<file path="config.mk">
export PLATFORM = sky130hd
export DESIGN_NAME = serial_adder_sub_n
export DESIGN_NICKNAME = d
export VERILOG_FILES = /design/src/rtl/serial_adder_sub_n.sv
export SDC_FILE = /design/constraint.sdc
export NUM_CORES = 1
export LEC_CHECK = 0
export CORE_ASPECT_RATIO = 1.4
export CORE_UTILIZATION = 34
export CTS_CLUSTER_SIZE = 30
export DETAILED_ROUTE_END_ITERATION = 10
export GPL_TIMING_DRIVEN = 1
export PLACE_DENSITY = 0.63
export SLEW_MARGIN = 15
export SYNTH_ARGS = -nofsm -noshare
export SYNTH_HDL_FRONTEND = slang
export SYNTH_SLANG_ARGS = --single-unit
</file>
<file path="constraint.sdc">
create_clock -name clk -period 4.1 [get_ports clk]
set_input_delay 0.82 -clock clk [delete_from_list [all_inputs] [get_ports clk]]
set_output_delay 0.82 -clock clk [all_outputs]
set_load 0.05 [all_outputs]
</file>
<file path="src/rtl/serial_adder_sub_n.sv">
// rtl/serial_adder_sub_n.sv - bit-serial adder/subtractor, one full-add cell per clock
// Operands shift out LSB first; carry lives in a flop and the result shifts in from the MSB side.
module serial_adder_sub_n #(
  parameter int WIDTH = 8
) (
  input  logic             clk,
  input  logic             rst_n,
  input  logic             start,
  input  logic             sub,
  input  logic [WIDTH-1:0] a,
  input  logic [WIDTH-1:0] b,
  input  logic             cin,
  output logic             busy,
  output logic             done,
  output logic [WIDTH-1:0] sum,
  output logic             cout,
  output logic             ovf
);

  localparam int CNT_W = $clog2(WIDTH + 1);

  typedef enum logic [1:0] {
    S_IDLE,
    S_RUN,
    S_DONE
  } state_t;

  state_t           r_state;
  logic [WIDTH-1:0] r_op_a;
  logic [WIDTH-1:0] r_op_b;
  logic [WIDTH-1:0] r_result;
  logic [WIDTH-1:0] r_sum;
  logic             r_carry;
  logic             r_cout;
  logic             r_ovf;
  logic             r_busy;
  logic             r_done;
  logic [CNT_W-1:0] r_bitcnt;

  logic             w_s;
  logic             w_carry_next;
  logic             w_last;
  logic [WIDTH-1:0] w_result_next;

  assign w_s          = r_op_a[0] ^ r_op_b[0] ^ r_carry;
  assign w_carry_next = (r_op_a[0] & r_op_b[0]) | (r_op_a[0] & r_carry) | (r_op_b[0] & r_carry);
  assign w_last       = (r_bitcnt == CNT_W'(WIDTH - 1));

  // A one-bit result has no upper bits to shift down.
  generate
    if (WIDTH == 1) begin : g_res_w1
      assign w_result_next = w_s;
    end else begin : g_res_wn
      assign w_result_next = {w_s, r_result[WIDTH-1:1]};
    end
  endgenerate

  always_ff @(posedge clk or negedge rst_n) begin
    if (!rst_n) begin
      r_state  <= S_IDLE;
      r_op_a   <= '0;
      r_op_b   <= '0;
      r_result <= '0;
      r_sum    <= '0;
      r_carry  <= 1'b0;
      r_cout   <= 1'b0;
      r_ovf    <= 1'b0;
      r_busy   <= 1'b0;
      r_done   <= 1'b0;
      r_bitcnt <= '0;
    end else begin
      case (r_state)
        S_IDLE, S_DONE: begin
          r_done <= 1'b0;
          if (start) begin
            // Subtraction is a + ~b + 1, so cin is replaced by a forced carry.
            r_state  <= S_RUN;
            r_busy   <= 1'b1;
            r_op_a   <= a;
            r_op_b   <= sub ? ~b : b;
            r_carry  <= sub ? 1'b1 : cin;
            r_result <= '0;
            r_bitcnt <= '0;
          end else begin
            r_state <= S_IDLE;
          end
        end
        S_RUN: begin
          r_carry  <= w_carry_next;
          r_result <= w_result_next;
          r_op_a   <= r_op_a >> 1;
          r_op_b   <= r_op_b >> 1;
          r_bitcnt <= r_bitcnt + CNT_W'(1);
          if (w_last) begin
            r_state <= S_DONE;
            r_busy  <= 1'b0;
            r_done  <= 1'b1;
            r_sum   <= w_result_next;
            r_cout  <= w_carry_next;
            r_ovf   <= r_carry ^ w_carry_next;
          end
        end
        default: begin
          r_state <= S_IDLE;
          r_busy  <= 1'b0;
          r_done  <= 1'b0;
        end
      endcase
    end
  end

  assign busy = r_busy;
  assign done = r_done;
  assign sum  = r_sum;
  assign cout = r_cout;
  assign ovf  = r_ovf;

endmodule

</file>
Word-level counts from Yosys, hierarchy flattened --
Cells that the tools add are included.
Operators by class: $add $sub $neg 1, multipliers 0, div/mod/pow operators 0, $lt $le $gt $ge 0, equality and inequality tests 5, shift-type cells 0, multiplexer cells 20, bitwise logic cells 9, reduce and logical (&&, ||, !) cells 6
Operators by type and width (count):
- $pmux 8 s2 | 3
- $mux 8 | 4
- $not 8->8 | 1
- $pmux 4 s2 | 1
- $mux 1 | 7
- $reduce_and 2->1 | 3
- $add 4x1->4 const B | 1
- $eq 4x3->1 const B | 1
- $mux 4 | 1
- $ne 2x2->1 const B | 2
- $pmux 1 s2 | 2
- $pmux 2 s2 | 1
- $and 1x1->1 | 3
- $xor 1x1->1 | 3
- $eq 2x1->1 const B | 1
- $eq 2x2->1 const B | 1
- $logic_not 2->1 | 1
- $mux 2 | 1
- $or 1x1->1 | 2
- $reduce_bool 2->1 | 1
- $reduce_or 2->1 | 1
Storage, ports and cells: bits in registers 43, latch bits 0, memory bits (writable) 0, ROM bits 0, bits of input ports 21, output and inout bits 12, word-level logic and storage cells 52, memories kept 0

Depth between registers and ports, before layout --
Gate-level depths: netlist of run 1.
depth in word-level cells 4, depth in mapped cells 5, depth with buffers taken out 4

Worst setup path after synthesis of run 1 --
Ideal clock, no wire load.
kind flip-flop to flip-flop, from register r_state[1], to register r_cout, in the netlist cout, library setup time 0.125 ns, arrival time 1.574 ns, data required time 3.975 ns, path slack 2.401 ns, stages on the path, launching flop included 5, buffers on the path 1, clock period less this slack 1.699 ns, cell sequence dfrtp_1 -> and2b_4 -> and4b_1 -> buf_6 -> mux2_4
Between the ends: longest elaborated chain between the ends 2
Ends and longest elaborated chain:
- start: declaration | RTL line 28 | state_t r_state;
- start signal: assignment | RTL line 60 | r_state <= S_IDLE;
- start signal: assignment | RTL line 77 | r_state <= S_RUN;
- start signal: assignment | RTL line 85 | r_state <= S_IDLE;
- $eq 2x1->1 | RTL line 72 | case (r_state)
- $reduce_and 2->1 (no source line)
- end signal: assignment | RTL line 99 | r_cout <= w_carry_next;
- end: declaration | RTL line 34 | logic r_cout;
Every way passes these cells. A chain may end at the register's enable or synchronous reset.

Worst setup path after layout of run 1 --
from input port start, to register r_op_b[2]
Between the ends: longest elaborated chain between the ends 2
Ends and longest elaborated chain:
- start: declaration | RTL line 8 | input logic start,
- $ne 2x2->1 (no source line)
- $reduce_and 2->1 (no source line)
- end signal: assignment | RTL line 80 | r_op_b <= sub ? ~b : b;
- end signal: assignment | RTL line 92 | r_op_b <= r_op_b >> 1;
- end: declaration | RTL line 30 | logic [WIDTH-1:0] r_op_b;
Every way passes these cells.

==> flow_metrics.py, run 1 <==
metrics = {
    "timing": {
        "fin_skew_ns": 0.00785,
        "setup_tns_ns": 0,
        "worstMarginPinSlew_ns": 0.917,
        "rsz0062_at_grt": "no",
        "max_freq_mhz": 429,
        "fin_crit_ns": 2.33,
        "slew_violations": 0,
        "hold_violations": 0,
        "setup_violations": 0,
        "slew_headroom": 0.388,
        "whs_ns": 0.478,
        "period_share": 0.568,
    },
    "cts": {
        "postCtsSetupBuffers": 0,
        "cts_tree": "built",
        "htreeDepth": 2,
        "cts_buffers": 5,
        "cts_max_path_buffers": 2,
        "clk_latency_ns": 0.29,
        "cts_resized": 0,
        "hold_buffers": 0,
        "clockRootBuffer": "clkbuf_8",
        "cts.reportedPaths.clkPinSlew_ns": 0.08,
        "cts.sinks": 41,
    },
    "job": {
        "maxCapViolCount": 0,
    },
    "yosys": {
        "netlist_area_mm2": 0.00179,
        "yosysWarnings": 0,
        "synth-seq-cells": 41,
        "syn_inst": 131,
        "ys_seq_area_frac": 0.575,
        "synth_nets": 154,
        "synth_cell_types": 25,
        "syn_avg_cell_area_um2": 13.6,
    },
    "route": {
        "via_per_inst": 5.01,
        "drt-total-wl_um": 3100,
        "via_count": 1138,
        "drt_iter0_drc": 48,
        "detail-route-antenna-nets": 0,
        "drc": 0,
        "wire_per_inst_um": 13.6,
        "firstDrtPassIters": 4,
    },
    "die": {
        "rows": 30,
        "die_h_um": 87.7,
        "io_pins": 33,
        "die_x_um": 63.2,
        "dieArea_mm2": 0.00555,
        "initial_core_util": 0.360,
        "core_mm2": 0.00495,
    },
    "finish": {
        "final_cell_count_no_fill": 227,
        "area_growth_pct": 24.1,
        "final_util": 0.447,
        "drive_gt1_frac": 0.129,
        "diodes": 0,
        "nNetsFinal": 185,
    },
    "critical_path": {
        "end_kind": "flop",
        "cp_max_fo": 25,
        "cp.required_ns": 4.33,
        "worstPathCellList": "clkdlybuf4s50_1 > nor2b_1 > buf_4 > nor2_2 > a221o_1",
        "cp-start-kind": "primary input",
        "cpPeakStageDelay_ns": 0.70,
        "crit_buf_inv": 2,
        "cp_top_family": "simple AND/OR/NAND/NOR gates",
        "critical_path.slowest_cell": "nor2_2",
        "arrival_ns": 2.56,
        "timing.setup.critical_path_class": "in2reg",
    },
    "place": {
        "dpl.cell_count": 219,
        "post-dp-hpwl_um": 2180,
        "port_buffers": 32,
        "gp_congestion": 0.775,
    },
    "run_status": {
        "outcome": "finished, final reports clean",
    },
    "hold_path": {
        "min_path_type": "reg2reg",
    },
    "power_and_ir_drop": {
        "power_switching_uw": 665,
        "p_sw_frac": 0.382,
        "combPwrFrac": 0.451,
        "clkPwrFrac": 0.143,
        "p_int_uw": 1080,
        "vdd_ir_drop_max_v": 0.000230,
        "power_density_mw_per_mm2": 786,
        "leakagePower_uw": 0.00103,
        "power_uw": 1740,
        "p_seq_frac": 0.406,
    },
    "global_routing": {
        "grt_max_degree": 42,
        "grt_use_total": 0.128,
        "grt_remaining_overflow": 0,
        "grt_first_pass_wirelength_um": 5400,
        "grt_pass1_vias": 1155,
        "antenna_found_initial": 0,
    },
}
-- power groups by stage --
stage / sequential [µW] / clock, µW / combinational [µW]
after global placement: 703 / 0 / 773
after floorplan: 846 / 0 / 468
after global routing: 731 / 278 / 860
after CTS: 708 / 257 / 794
final: 707 / 250 / 786
after detailed placement: 713 / 0 / 795
-- stage by stage --
| step | setup slack (ns) | area (µm²) |
|---|---|---|
| floorplan | 2.40 | 1790 |
| global placement | 1.51 | 2130 |
| detailed placement | 1.46 | 2130 |
| CTS | 1.77 | 2220 |
| global route | 1.64 | 2220 |
| finish | 1.77 | 2220 |
-- cell usage after synthesis (all sizes together) --
library cell	count	area share
nor2	12	0.027
nand3b	2	0.0084
buf	9	0.033
a21o	7	0.029
fa	1	0.011
and4b	1	0.0056
ha	1	0.0070
xnor2	8	0.039
nand2b	1	0.0035
nor2b	2	0.0070
nand4	1	0.0035
mux2	10	0.082
nand2	3	0.0063
mux2i	2	0.011
o21ai	1	0.0028
a221o	8	0.045
and2b	1	0.0056
dfrtp	41	0.57
xor2	2	0.0098
a22o	18	0.088
-- per-layer routing --
layer / vias up / wire (µm) / global-route usage
met2: 28 / 1570 / 0.212
li1: 533 / - / -
met3: 9 / 110 / 0.0313
met5: - / 0 / 0
met4: 0 / 94 / 0.0785
met1: 568 / 1330 / 0.149
-- cell usage in the layout, fill, tap and decap left out --
cell / synthesis / final
nor2b_1: 2 / 2
nor2_2: 1 / 1
ha_1: 1 / 1
nand2b_1: 1 / 1
dfrtp_1: 41 / 41
mux2_4: 9 / 9
xor2_1: 2 / 2
and2b_4: 1 / 1
o21ai_0: 1 / 1
nor2_1: 11 / 11
nand2_1: 3 / 3
buf_4: 1 / 1
and4b_1: 1 / 1
mux2_1: 1 / 1
clkinvlp_4: 0 / 1
a22o_1: 18 / 18
xnor2_1: 8 / 8
clkinv_2: 0 / 2
a21o_1: 7 / 7
buf_2: 5 / 1
nand4_1: 1 / 1
clkdlybuf4s50_1: 0 / 31
clkbuf_8: 0 / 5
nand3b_1: 2 / 2
a221o_1: 8 / 8
fa_1: 1 / 1
mux2i_1: 2 / 2
-- logic make-up after synthesis --
logic type               Yosys count  share of synthesized area
AND/OR/NAND/NOR                   23                     0.0666
XOR/XNOR                          10                     0.0491
adder cells (fa/ha/maj)            2                     0.0182
flip-flops                        41                      0.575
multiplexers                      12                     0.0932
buffers and inverters              9                     0.0329
AO/OA/AOI/OAI                     34                      0.165
-- path summary, 6_finish.rpt --
path	start	endpoint	slack (ns)	cells past startpoint
worst max-delay path	start	r_op_b[2]	1.77	5
worst min-delay path	r_op_a[3]	r_op_a[3]	0.48	1
worst max register to register	r_state[1]	sum[0]	2.01	3
worst min register to register	r_op_a[3]	r_op_a[3]	0.48	1
max in group asynchronous	rst_n	r_bitcnt[1]	2.91	1
min in group asynchronous	rst_n	sum[1]	0.65	1
-- flip-flops by register name, indices dropped and copies added, names as in the netlist --
signal,cells
r_carry,1
ovf,1
r_op_b,8
sum,8
cout,1
r_state,2
busy,1
r_result,7
r_op_a,8
r_bitcnt,4
-- area by class of cell --
| cell class | instances | area, µm² |
|---|---|---|
| Sequential cell | 41 | 1030 |
| Multi-Input combinational cell | 81 | 701 |
| Fill cell | 483 | 2740 |
| Clock buffer | 5 | 68.8 |
| Clock inverter | 3 | 17.5 |
| Timing Repair Buffer | 33 | 323 |
| Tap cell | 64 | 80.1 |
No activity file was read; power rests on OpenSTA's default activity.
==> run 2: changes to the inputs <==
- PLACE_DENSITY: 0.63 -> 0.65
- clock period: 4.1 -> 2.1 ns (I/O delays scaled with it)
==> flow_metrics.py, run 2 (synthesis gave the netlist of run 1 again) <==
metrics = {
    "critical_path": {
        "crit_end": "busy",
        "crit_buf_inv": 1,
        "ff2ff_setup_slack_ns": 0.30,
        "cp-start-kind": "flop",
        "arrival_ns": 1.47,
        "timing.setup.critical_path_class": "reg2out",
        "reg2reg_depth": 3,
        "cpPeakStageDelay_ns": 0.81,
        "worstPathCellList": "clkdlybuf4s50_1",
        "startpoint": "busy",
        "cp.depth": 1,
        "cp_max_fo": 3,
        "cp.required_ns": 1.68,
        "r2r_end": "r_carry",
        "end_kind": "primary output",
        "cp_top_family": "buffers and inverters",
        "critical_path.slowest_cell": "clkdlybuf4s50_1",
        "reg2reg_from": "r_state[0]",
    },
    "route": {
        "drt_iter0_drc": 40,
        "drt-total-wl_um": 3340,
        "via_per_inst": 5.07,
        "wire_per_inst_um": 14.5,
        "detail-route-antenna-nets": 0,
        "via_count": 1166,
        "drc": 0,
        "firstDrtPassIters": 4,
    },
    "timing": {
        "whs_ns": 0.183,
        "postLayoutSetupSlackWorst_ns": 0.210,
        "setup_violations": 0,
        "slew_violations": 0,
        "hold_violations": 0,
        "period_share": 0.900,
        "slew_headroom": 0.327,
        "fin_skew_ns": 0.00793,
        "fin_crit_ns": 1.89,
        "worstMarginPinSlew_ns": 1.01,
        "rsz0062_at_grt": "no",
        "setup_tns_ns": 0,
        "max_freq_mhz": 529,
    },
    "cts": {
        "cts_resized": 0,
        "postCtsSetupBuffers": 0,
        "clk_latency_ns": 0.29,
        "hold_buffers": 0,
        "clockRootBuffer": "clkbuf_8",
        "cts_buffers": 5,
        "cts_tree": "built",
        "cts.sinks": 41,
        "cts.reportedPaths.clkPinSlew_ns": 0.08,
        "cts_max_path_buffers": 2,
        "htreeDepth": 2,
    },
    "place": {
        "dpl_worst_slack_ns": -0.0144,
        "post-dp-hpwl_um": 2310,
        "place_area_mm2": 0.00215,
        "gp_congestion": 0.693,
        "port_buffers": 32,
    },
    "die": {
        "io_pins": 33,
        "die_h_um": 87.7,
        "core_mm2": 0.00495,
        "rows": 30,
        "initial_core_util": 0.360,
        "dieArea_mm2": 0.00555,
        "die_x_um": 63.2,
    },
    "global_routing": {
        "grt_pass1_vias": 1165,
        "grt_first_pass_wirelength_um": 5440,
        "grt_max_degree": 42,
        "antenna_found_initial": 0,
        "grt_remaining_overflow": 0,
        "grt_use_total": 0.129,
    },
    "finish": {
        "nNetsFinal": 188,
        "drive_gt1_frac": 0.145,
        "fill_cells": 469,
        "mostFrequentLayoutCells": "dfrtp_1 (41), clkdlybuf4s50_1 (31), a22o_1 (18)",
        "diodes": 0,
        "final_common_cell": "dfrtp_1",
        "area_growth_pct": 25.4,
        "fin_area_mm2": 0.00224,
    },
    "run_status": {
        "outcome": "finished, final reports clean",
    },
    "power_and_ir_drop": {
        "vdd_ir_drop_max_v": 0.000364,
        "power_density_mw_per_mm2": 1550,
        "power_uw": 3470,
        "leakagePower_uw": 0.00104,
    },
    "hold_path": {
        "min_path_type": "in2async",
    },
    "job": {
        "maxCapViolCount": 0,
    },
}
run 2: changes by cell type in the layout (fill, tap and decap cells not counted):
| cell | previous run | this run |
|---|---|---|
| buf_4 | 1 | 4 |
run 2: worst min path at each step:
stage / startpoint / endpoint / slack (ns) / cells after the start
floorplan: rst_n / busy / 0.12 / 0
global placement: r_op_a[2] / r_op_a[2] / 0.46 / 1
detailed placement: r_op_a[5] / r_op_a[5] / 0.47 / 1
CTS: rst_n / sum[3] / 0.19 / 2
global route: rst_n / r_result[2] / 0.22 / 2
finish: rst_n / r_result[2] / 0.18 / 2
run 2: area by class of cell:
type / instances / area (µm²) / area share
multi-input cells: 81 / 701 / 0.313
repair buffers: 36 / 345 / 0.154
flip-flops and latches: 41 / 1030 / 0.458
clock inverters: 3 / 17.5 / 0.00783
well taps: 64 / 80.1 / 0.0358
clock buffers: 5 / 68.8 / 0.0307
run 2: stage by stage:
| stage | cells | utilization |
|---|---|---|
| after global routing | 230 | 0.452 |
| after detailed placement | 222 | 0.434 |
| after global placement | 222 | 0.434 |
| after CTS | 230 | 0.452 |
| after floorplan | 131 | - |
| final | 230 | 0.452 |
run 2: layer usage:
| metal | GRT usage | wire [µm] | part of all wire | vias up |
|---|---|---|---|---|
| li1 | - | - | - | 543 |
| met1 | 0.147 | 1470 | 0.44 | 592 |
| met2 | 0.229 | 1700 | 0.51 | 27 |
| met3 | 0.0365 | 122 | 0.037 | 4 |
| met4 | 0.0475 | 43 | 0.013 | 0 |
| met5 | 0 | 0 | 0 | - |
run 2: report_power, final:
| group | switching (µW) | total [µW] | internal, µW |
|---|---|---|---|
| clock network | 273 | 502 | 229 |
| registers | 243 | 1380 | 1140 |
| logic | 828 | 1580 | 754 |
==> run 3: changes to the inputs <==
- SKIP_CTS_REPAIR_TIMING: not set -> 1
==> results of run 3 <==
Final layout, timing and power as in run 2 (identical DEF).
